### src/rtl/uart_rx_receiver.sv
// 8N1 UART receiver: mid-bit sampling at max(baud_div,2) clks/bit into a one-deep holding register.
// Latency: rx_valid rises ~SYNC_STAGES + Neff/2 + 9*Neff clks after the start edge; no backpressure (an unread byte causes overrun).
module uart_rx_receiver #(
  parameter int width       = 32,
  parameter int DATA_BITS   = 8,
  parameter int SYNC_STAGES = 2
) (
  input  logic                 clk,
  input  logic                 reset,
  input  logic                 rx_serial,
  input  logic                 rx_enable,
  input  logic [width-1:0]     baud_div,
  input  logic                 data_read,
  input  logic                 err_clear,
  output logic [DATA_BITS-1:0] rx_data,
  output logic                 rx_valid,
  output logic                 frame_error,
  output logic                 overrun,
  output logic                 rx_busy
);

  localparam int BW = $clog2(DATA_BITS + 1);

  typedef enum logic [1:0] {IDLE, START, DATA, STOP} state_t;

  logic [SYNC_STAGES-1:0] sync_q;
  logic                   rx_prev_q;
  state_t                 state_q;
  logic [width-1:0]       cnt_q;
  logic [width-1:0]       neff_q;
  logic [BW-1:0]          bit_q;
  logic [DATA_BITS-1:0]   shift_q;
  logic [DATA_BITS-1:0]   data_q;
  logic                   valid_q;
  logic                   ferr_q;
  logic                   ovr_q;
  logic                   busy_q;

  logic                   rx_s;
  logic                   fall;
  logic [width-1:0]       neff_d;
  logic [width-1:0]       half_m1;
  logic [width-1:0]       full_m1;

  assign rx_s    = sync_q[SYNC_STAGES-1];
  assign fall    = rx_prev_q & ~rx_s;
  assign neff_d  = (baud_div < width'(2)) ? width'(2) : baud_div;
  assign half_m1 = (neff_q >> 1) - width'(1);
  assign full_m1 = neff_q - width'(1);

  always_ff @(posedge clk or posedge reset) begin
    if (reset) begin
      sync_q    <= '1;
      rx_prev_q <= 1'b1;
    end else begin
      sync_q    <= {sync_q[SYNC_STAGES-2:0], rx_serial};
      rx_prev_q <= rx_s;
    end
  end

  always_ff @(posedge clk or posedge reset) begin
    if (reset) begin
      state_q <= IDLE;
      cnt_q   <= '0;
      neff_q  <= '0;
      bit_q   <= '0;
      shift_q <= '0;
      data_q  <= '0;
      valid_q <= 1'b0;
      ferr_q  <= 1'b0;
      ovr_q   <= 1'b0;
      busy_q  <= 1'b0;
    end else begin
      // Flag sets below are later assignments, so they override a same-cycle clear/pop.
      if (err_clear) begin
        ferr_q <= 1'b0;
        ovr_q  <= 1'b0;
      end
      if (data_read && valid_q) valid_q <= 1'b0;

      if (state_q != IDLE && !rx_enable) begin
        state_q <= IDLE;
        busy_q  <= 1'b0;
      end else begin
        case (state_q)
          IDLE: begin
            if (rx_enable && fall) begin
              state_q <= START;
              cnt_q   <= '0;
              neff_q  <= neff_d;
              busy_q  <= 1'b1;
            end
          end
          START: begin
            if (cnt_q == half_m1) begin
              cnt_q <= '0;
              bit_q <= '0;
              if (!rx_s) begin
                state_q <= DATA;
              end else begin
                state_q <= IDLE;
                busy_q  <= 1'b0;
              end
            end else begin
              cnt_q <= cnt_q + width'(1);
            end
          end
          DATA: begin
            if (cnt_q == full_m1) begin
              cnt_q   <= '0;
              shift_q <= {rx_s, shift_q[DATA_BITS-1:1]};
              bit_q   <= bit_q + BW'(1);
              if (bit_q == BW'(DATA_BITS - 1)) state_q <= STOP;
            end else begin
              cnt_q <= cnt_q + width'(1);
            end
          end
          STOP: begin
            if (cnt_q == full_m1) begin
              cnt_q   <= '0;
              state_q <= IDLE;
              busy_q  <= 1'b0;
              if (!valid_q || data_read) begin
                data_q  <= shift_q;
                valid_q <= 1'b1;
              end else begin
                ovr_q <= 1'b1;
              end
              if (!rx_s) ferr_q <= 1'b1;
            end else begin
              cnt_q <= cnt_q + width'(1);
            end
          end
          default: begin
            state_q <= IDLE;
            busy_q  <= 1'b0;
          end
        endcase
      end
    end
  end

  assign rx_data     = data_q;
  assign rx_valid    = valid_q;
  assign frame_error = ferr_q;
  assign overrun     = ovr_q;
  assign rx_busy     = busy_q;

endmodule

### config.mk
export PLATFORM = sky130hd
export DESIGN_NAME = uart_rx_receiver
export DESIGN_NICKNAME = d
export VERILOG_FILES = /design/src/rtl/uart_rx_receiver.sv
export SDC_FILE = /design/constraint.sdc
export NUM_CORES = 1
export LEC_CHECK = 0
export ABC_AREA = 0
export CORE_UTILIZATION = 43
export CTS_CLUSTER_SIZE = 16
export DETAILED_ROUTE_END_ITERATION = 8
export PLACE_DENSITY = 0.67
export REMOVE_ABC_BUFFERS = 1
export SLEW_MARGIN = 20
export SYNTH_ARGS = -nofsm -noshare
export SYNTH_HDL_FRONTEND = slang
export SYNTH_SLANG_ARGS = --single-unit
### constraint.sdc
create_clock -name clk -period 10.5 [get_ports clk]
set_input_delay 1.575 -clock clk [delete_from_list [all_inputs] [get_ports clk]]
set_output_delay 1.575 -clock clk [all_outputs]
set_load 0.05 [all_outputs]
---- Word-level counts from Yosys, hierarchy flattened ----
Index checks and enable logic that the tools add are counted.
word-level totals
  register bits after elaboration ......... 93
  bits of input ports ..................... 38
  output and inout bits ................... 12
  word-level logic and storage cells ...... 90
cells by class
  add/sub/neg operators ................... 4
  magnitude comparators ................... 1
  equal/unequal tests ..................... 15
  multiplexer cells ....................... 37
  bitwise logic cells ..................... 3
  reduce and logical (&&, ||, !) cells .... 18
operators by type and width
  cell                                                                           number
  32-bit 2-to-1 mux                                                              4
  32-bit case mux with 3 select lines                                            1
  32-bit equality test                                                           2
  32-bit by 1-bit adder with 32-bit output, second input constant                1
  32-bit by 2-bit less-than comparator with 1-bit output, second input constant  1
  31-bit by 1-bit subtractor with 32-bit output, second input constant           1
  32-bit by 1-bit subtractor with 32-bit output, second input constant           1
  1-bit 2-to-1 mux                                                               20
  3-bit != test, second input constant                                           6
  2-bit 2-to-1 mux                                                               7
  5-bit AND reduction                                                            2
  4-bit 2-to-1 mux                                                               2
  2-bit case mux with 4 select lines                                             1
  4-bit case mux with 2 select lines                                             1
  4-bit AND reduction                                                            2
  2-bit != test, second input constant                                           3
  3-bit AND reduction                                                            2
  4-bit by 1-bit adder with 4-bit output, second input constant                  1
  2-bit equality test, second input constant                                     2
  4-bit by 3-bit equality test with 1-bit output, second input constant          1
  2-bit nonzero test                                                             2
  4-bit nonzero test                                                             1
  1-bit logical AND                                                              3
  1-bit case mux with 3 select lines                                             1
  other kinds (8)                                                                10

---- Depth between registers and ports, before layout ----
  depth after elaboration ................. 6
  mapped depth ............................ 16
  depth with buffers taken out ............ 12

---- Worst setup path after synthesis ----
OpenSTA, ideal clock, no wires.
  path kind ............................... register to register
  start point ............................. reg neff_q[2]
  end point ............................... reg data_q[1], in the netlist rx_data[1]
  library setup time ...................... 0.125 ns
  arrival time ............................ 3.262 ns
  required time ........................... 10.375 ns
  setup slack ............................. 7.113 ns
  cell stages (with the launch flop) ...... 16
  path buffers ............................ 3
  clock period less this slack ............ 3.387 ns
  path through ............................ dfrtp_1 clkbuf_1 inv_1 ha_1 buf_2 nor4b_4 nand2_1 a2111oi_0 o21ai_0 nor4_1 nand3_1 nor3_2 nand3_1 nor2b_1 buf_2 mux2_2
between the ends
  word-level cells in the longest chain between the ends .. 3
ends and longest elaborated chain
  item                                           line  source
  from (decl)                                    30    logic [width-1:0] neff_q;
  from (signal assigned)                         90    neff_q <= neff_d;
  32-bit by 1-bit subtractor with 32-bit output  49    assign full_m1 = neff_q - width'(1);
  32-bit equality test                           119   if (cnt_q == full_m1) begin
  4-bit AND reduction (no source line)           --
  to (signal assigned)                           124   data_q <= shift_q;
  to (decl)                                      33    logic [DATA_BITS-1:0] data_q;
Every way passes these cells.
A chain may end at the register's enable or synchronous reset.

---- Final worst setup path ----
  start point ............................. reg neff_q[2]
  end point ............................... reg cnt_q[3]
between the ends
  word-level cells in the longest chain between the ends .. 4
  elaborated cells between the ends (all ways) .. 7
  classes of those cells .................. add/sub: 2; eq/ne: 2; mux: 3
ends and longest elaborated chain
  item                                                                                                            line          source
  32-bit by 1-bit subtractor with 32-bit output or 31-bit by 1-bit subtractor with 32-bit output (tied branches)  49, 48
  32-bit equality test, on equally long branches                                                                  109, 119, 95
  32-bit 2-to-1 mux, on equally long branches                                                                     109, 119, 95
  32-bit case mux with 3 select lines *                                                                           85            case (state_q)
  to (signal assigned)                                                                                            105           cnt_q <= cnt_q + width'(1);
  to (signal assigned)                                                                                            115           cnt_q <= cnt_q + width'(1);
  to (signal assigned)                                                                                            131           cnt_q <= cnt_q + width'(1);
  to (decl)                                                                                                       29            logic [width-1:0] cnt_q;
Every way passes the cells marked *; elsewhere a longest branch is shown, timed or not.

==> flow_summary.yaml <==
power_and_ir_drop:
  ir_drop_uv: 137
  power-per-cell-area_nw_per_um2: 224
  p_leak_nw: 3.22
worst_setup_path:
  r2r.worst_path.cells: 13
  crit_path_start_kind: "register"
  cpPeakStageDelay_ns: 0.57
  cp.buffers_inverters: 2
  cp_max_fo: 40
  cpMaxStageDelayCell: "a21o_1"
  critPathTopFamily: "compound AO/OA/AOI/OAI gates"
  endpoint_kind: "register"
  startpoint: "neff_q[2]"
  cp_cell_sequence: "inv_1 -> ha_1 -> nor4b_4 -> nand2_1 -> a2111oi_0 -> o21ai_0 -> nor4_1 -> nand3_1 -> o31ai_1 -> a21o_1 -> buf_4 -> o21ai_0 -> a21o_1"
  crit_arrival_ns: 4.82
  required_ns: 10.75
  rr_endpoint: "cnt_q[3]"
  critical_path_class: "register to register"
  reg2reg_from: "neff_q[2]"
  reg2reg_slack_ns: 5.93
floorplanning:
  die_x_um: 128
  die_area_um2: 16300
  die_h_um: 128
  ioPinCount: 50
  start_util_pct: 44.4
  core_um2: 15300
  rows: 45
route:
  drt-total-wl_mm: 16.7
  via_per_inst: 5.74
  drt_pass1_iterations: 7
  drc: 0
  ant_nets: 0
  first_iter_violations: 611
  vias: 5857
  wl_per_cell_um: 16.3
synthesis:
  ys_ff_latch: 93
  ys.flop_type: "dfrtp_1"
  yosysTopAreaCell: "dfrtp_1"
  synth_cell_types: 72
  synth.top_cells.by_count: "nand2_1 (138), dfrtp_1 (90), xnor2_1 (54)"
  synth_most_common_cell: "nand2_1"
  synth_top_area_share_pct: 33.1
  ys_async_sr_fraction_pct: 100
  synthTopCellsByArea: "dfrtp_1 (33%), nand2_1 (7.6%), xnor2_1 (6.9%)"
  synthCells: 810
  postSynthAreaPerCell_um2: 8.40
  synth_edf_count: 0
  seq_area_frac_synth_pct: 34.3
  syn_area_um2: 6810
  yosysWarnings: 0
final_layout:
  syn2layout_area_growth_pct: 11.5
  n_antenna_cell: 0
  final_area_um2: 7590
  final_nets: 850
  fin_util_pct: 49.6
  finalNonFillerCells: 1020
  layout-drive-gt1-share_pct: 8.28
clocking:
  numCtsBuffers: 9
  cts_resized: 0
  post_cts_buffers: 0
  clockRootBuffer: "clkbuf_16"
  clk_latency_ns: 0.36
  clockBufferDepth: 2
  clkTransAtPathRegs_ns: 0.08
  cts_hold_buf: 0
  clock-sinks: 93
  h-tree-depth: 3
  cts_tree: "yes"
sta:
  setup_viol: 0
  rsz0062_at_grt: "false"
  hold_slack_ns: 0.360
  fin_worst_skew_ns: 0.00823
  final.setup.tns_ns: 0
  post-route-min-period_ns: 4.57
  tightest_slew_ns: 0.830
  maxSlewHeadroom_pct: 44.2
  timing.final.hold_violations: 0
  max_freq_mhz: 219
  slew_violations: 0
  finalCritPeriodShare_pct: 43.5
global_routing:
  busiest_layer: "met2"
  use_met3_pct: 3.55
  grt_pass1_vias: 5483
  grt_max_degree: 52
  antenna_found_initial: 0
  grtUsageMet2_pct: 33.7
  grt_first_pass_wirelength_mm: 28.1
  gr-total-overflow: 0
  grt_usage_pct: 21.8
  met1_usage_pct: 30.4
placed_design:
  placed_cell_area_um2: 7290
  gp_congestion: 0.974
  dpl.hpwl_mm: 12.4
  dp.cells: 1004
  numPortBuffers: 49
min_path:
  hp-start: "sync_q[0]"
  whs_endpoint: "sync_q[1]"
  hold_depth: 0
  hold_class: "register to register"
run_status:
  status: "finished clean"
job:
  max-cap-violations: 0
[stage by stage]
step	power, mW	setup WS (ns)
2_1_floorplan	1.14	6.51
3_5_place_dp	1.36	5.99
4_1_cts	1.70	5.97
5_1_grt	1.83	5.45
6_report	1.70	5.93
3_3_place_gp	1.35	6.08
[area by class of cell]
cell class	instances	area, µm²
Clock buffer	9	225
Clock inverter	7	80.1
Fill cell	1522	7720
Inverter	18	70.1
Multi-Input combinational cell	630	4110
Sequential cell	93	2330
Tap cell	211	264
Timing Repair Buffer	52	513
[routing by layer]
layer  vias up  wire [µm]
met1      2765       7690
met5         -          0
met2       208       7490
li1       2847          -
met4         0        512
met3        37        984
[power by group]
group          leakage, nW  internal (mW)  switching, mW
registers             1.23          0.426          0.198
logic                 1.84          0.311          0.432
clock network        0.146          0.169          0.165
[placed cells by master (no fill, tap or decap), types with 17 or more instances in the layout]
cell / synthesis / final
a21o_1: 23 / 23
clkdlybuf4s50_1: 0 / 49
dfrtp_1: 90 / 90
inv_1: 18 / 17
nand2_1: 138 / 138
nand3_1: 25 / 24
nor2_1: 46 / 46
nor3_1: 26 / 26
nor3b_1: 18 / 18
nor4_1: 35 / 35
o21ai_0: 33 / 33
xnor2_1: 54 / 54
xor2_1: 27 / 27
[how the worst max path moves through the flow]
stage	end	cells after the start
final	cnt_q[3]	13
after global routing	cnt_q[11]	13
after CTS	cnt_q[4]	13
after detailed placement	cnt_q[3]	13
after global placement	cnt_q[4]	13
after floorplan	bit_q[0]	1
[cell families (layout without fill, tap and decap cells)]
logic type | count (synthesis) | after routing | share of synthesized area, %
compound gates | 142 | 142 | 14.1
xor+xnor | 81 | 81 | 10.4
fa+ha+maj | 8 | 8 | 1.47
buf+inv | 87 | 86 | 5.46
flops | 93 | 93 | 34.3
mux | 21 | 21 | 3.86
simple gates | 378 | 378 | 30.5
[registers in the layout (all words and copies together) (netlist names)]
register,cells
rx_prev_q,1
shift_q,8
overrun,1
rx_valid,1
state_q,2
rx_busy,1
sync_q,2
cnt_q,32
neff_q,32
frame_error,1
rx_data,8
bit_q,4
No activity file was read; power rests on OpenSTA's default activity.
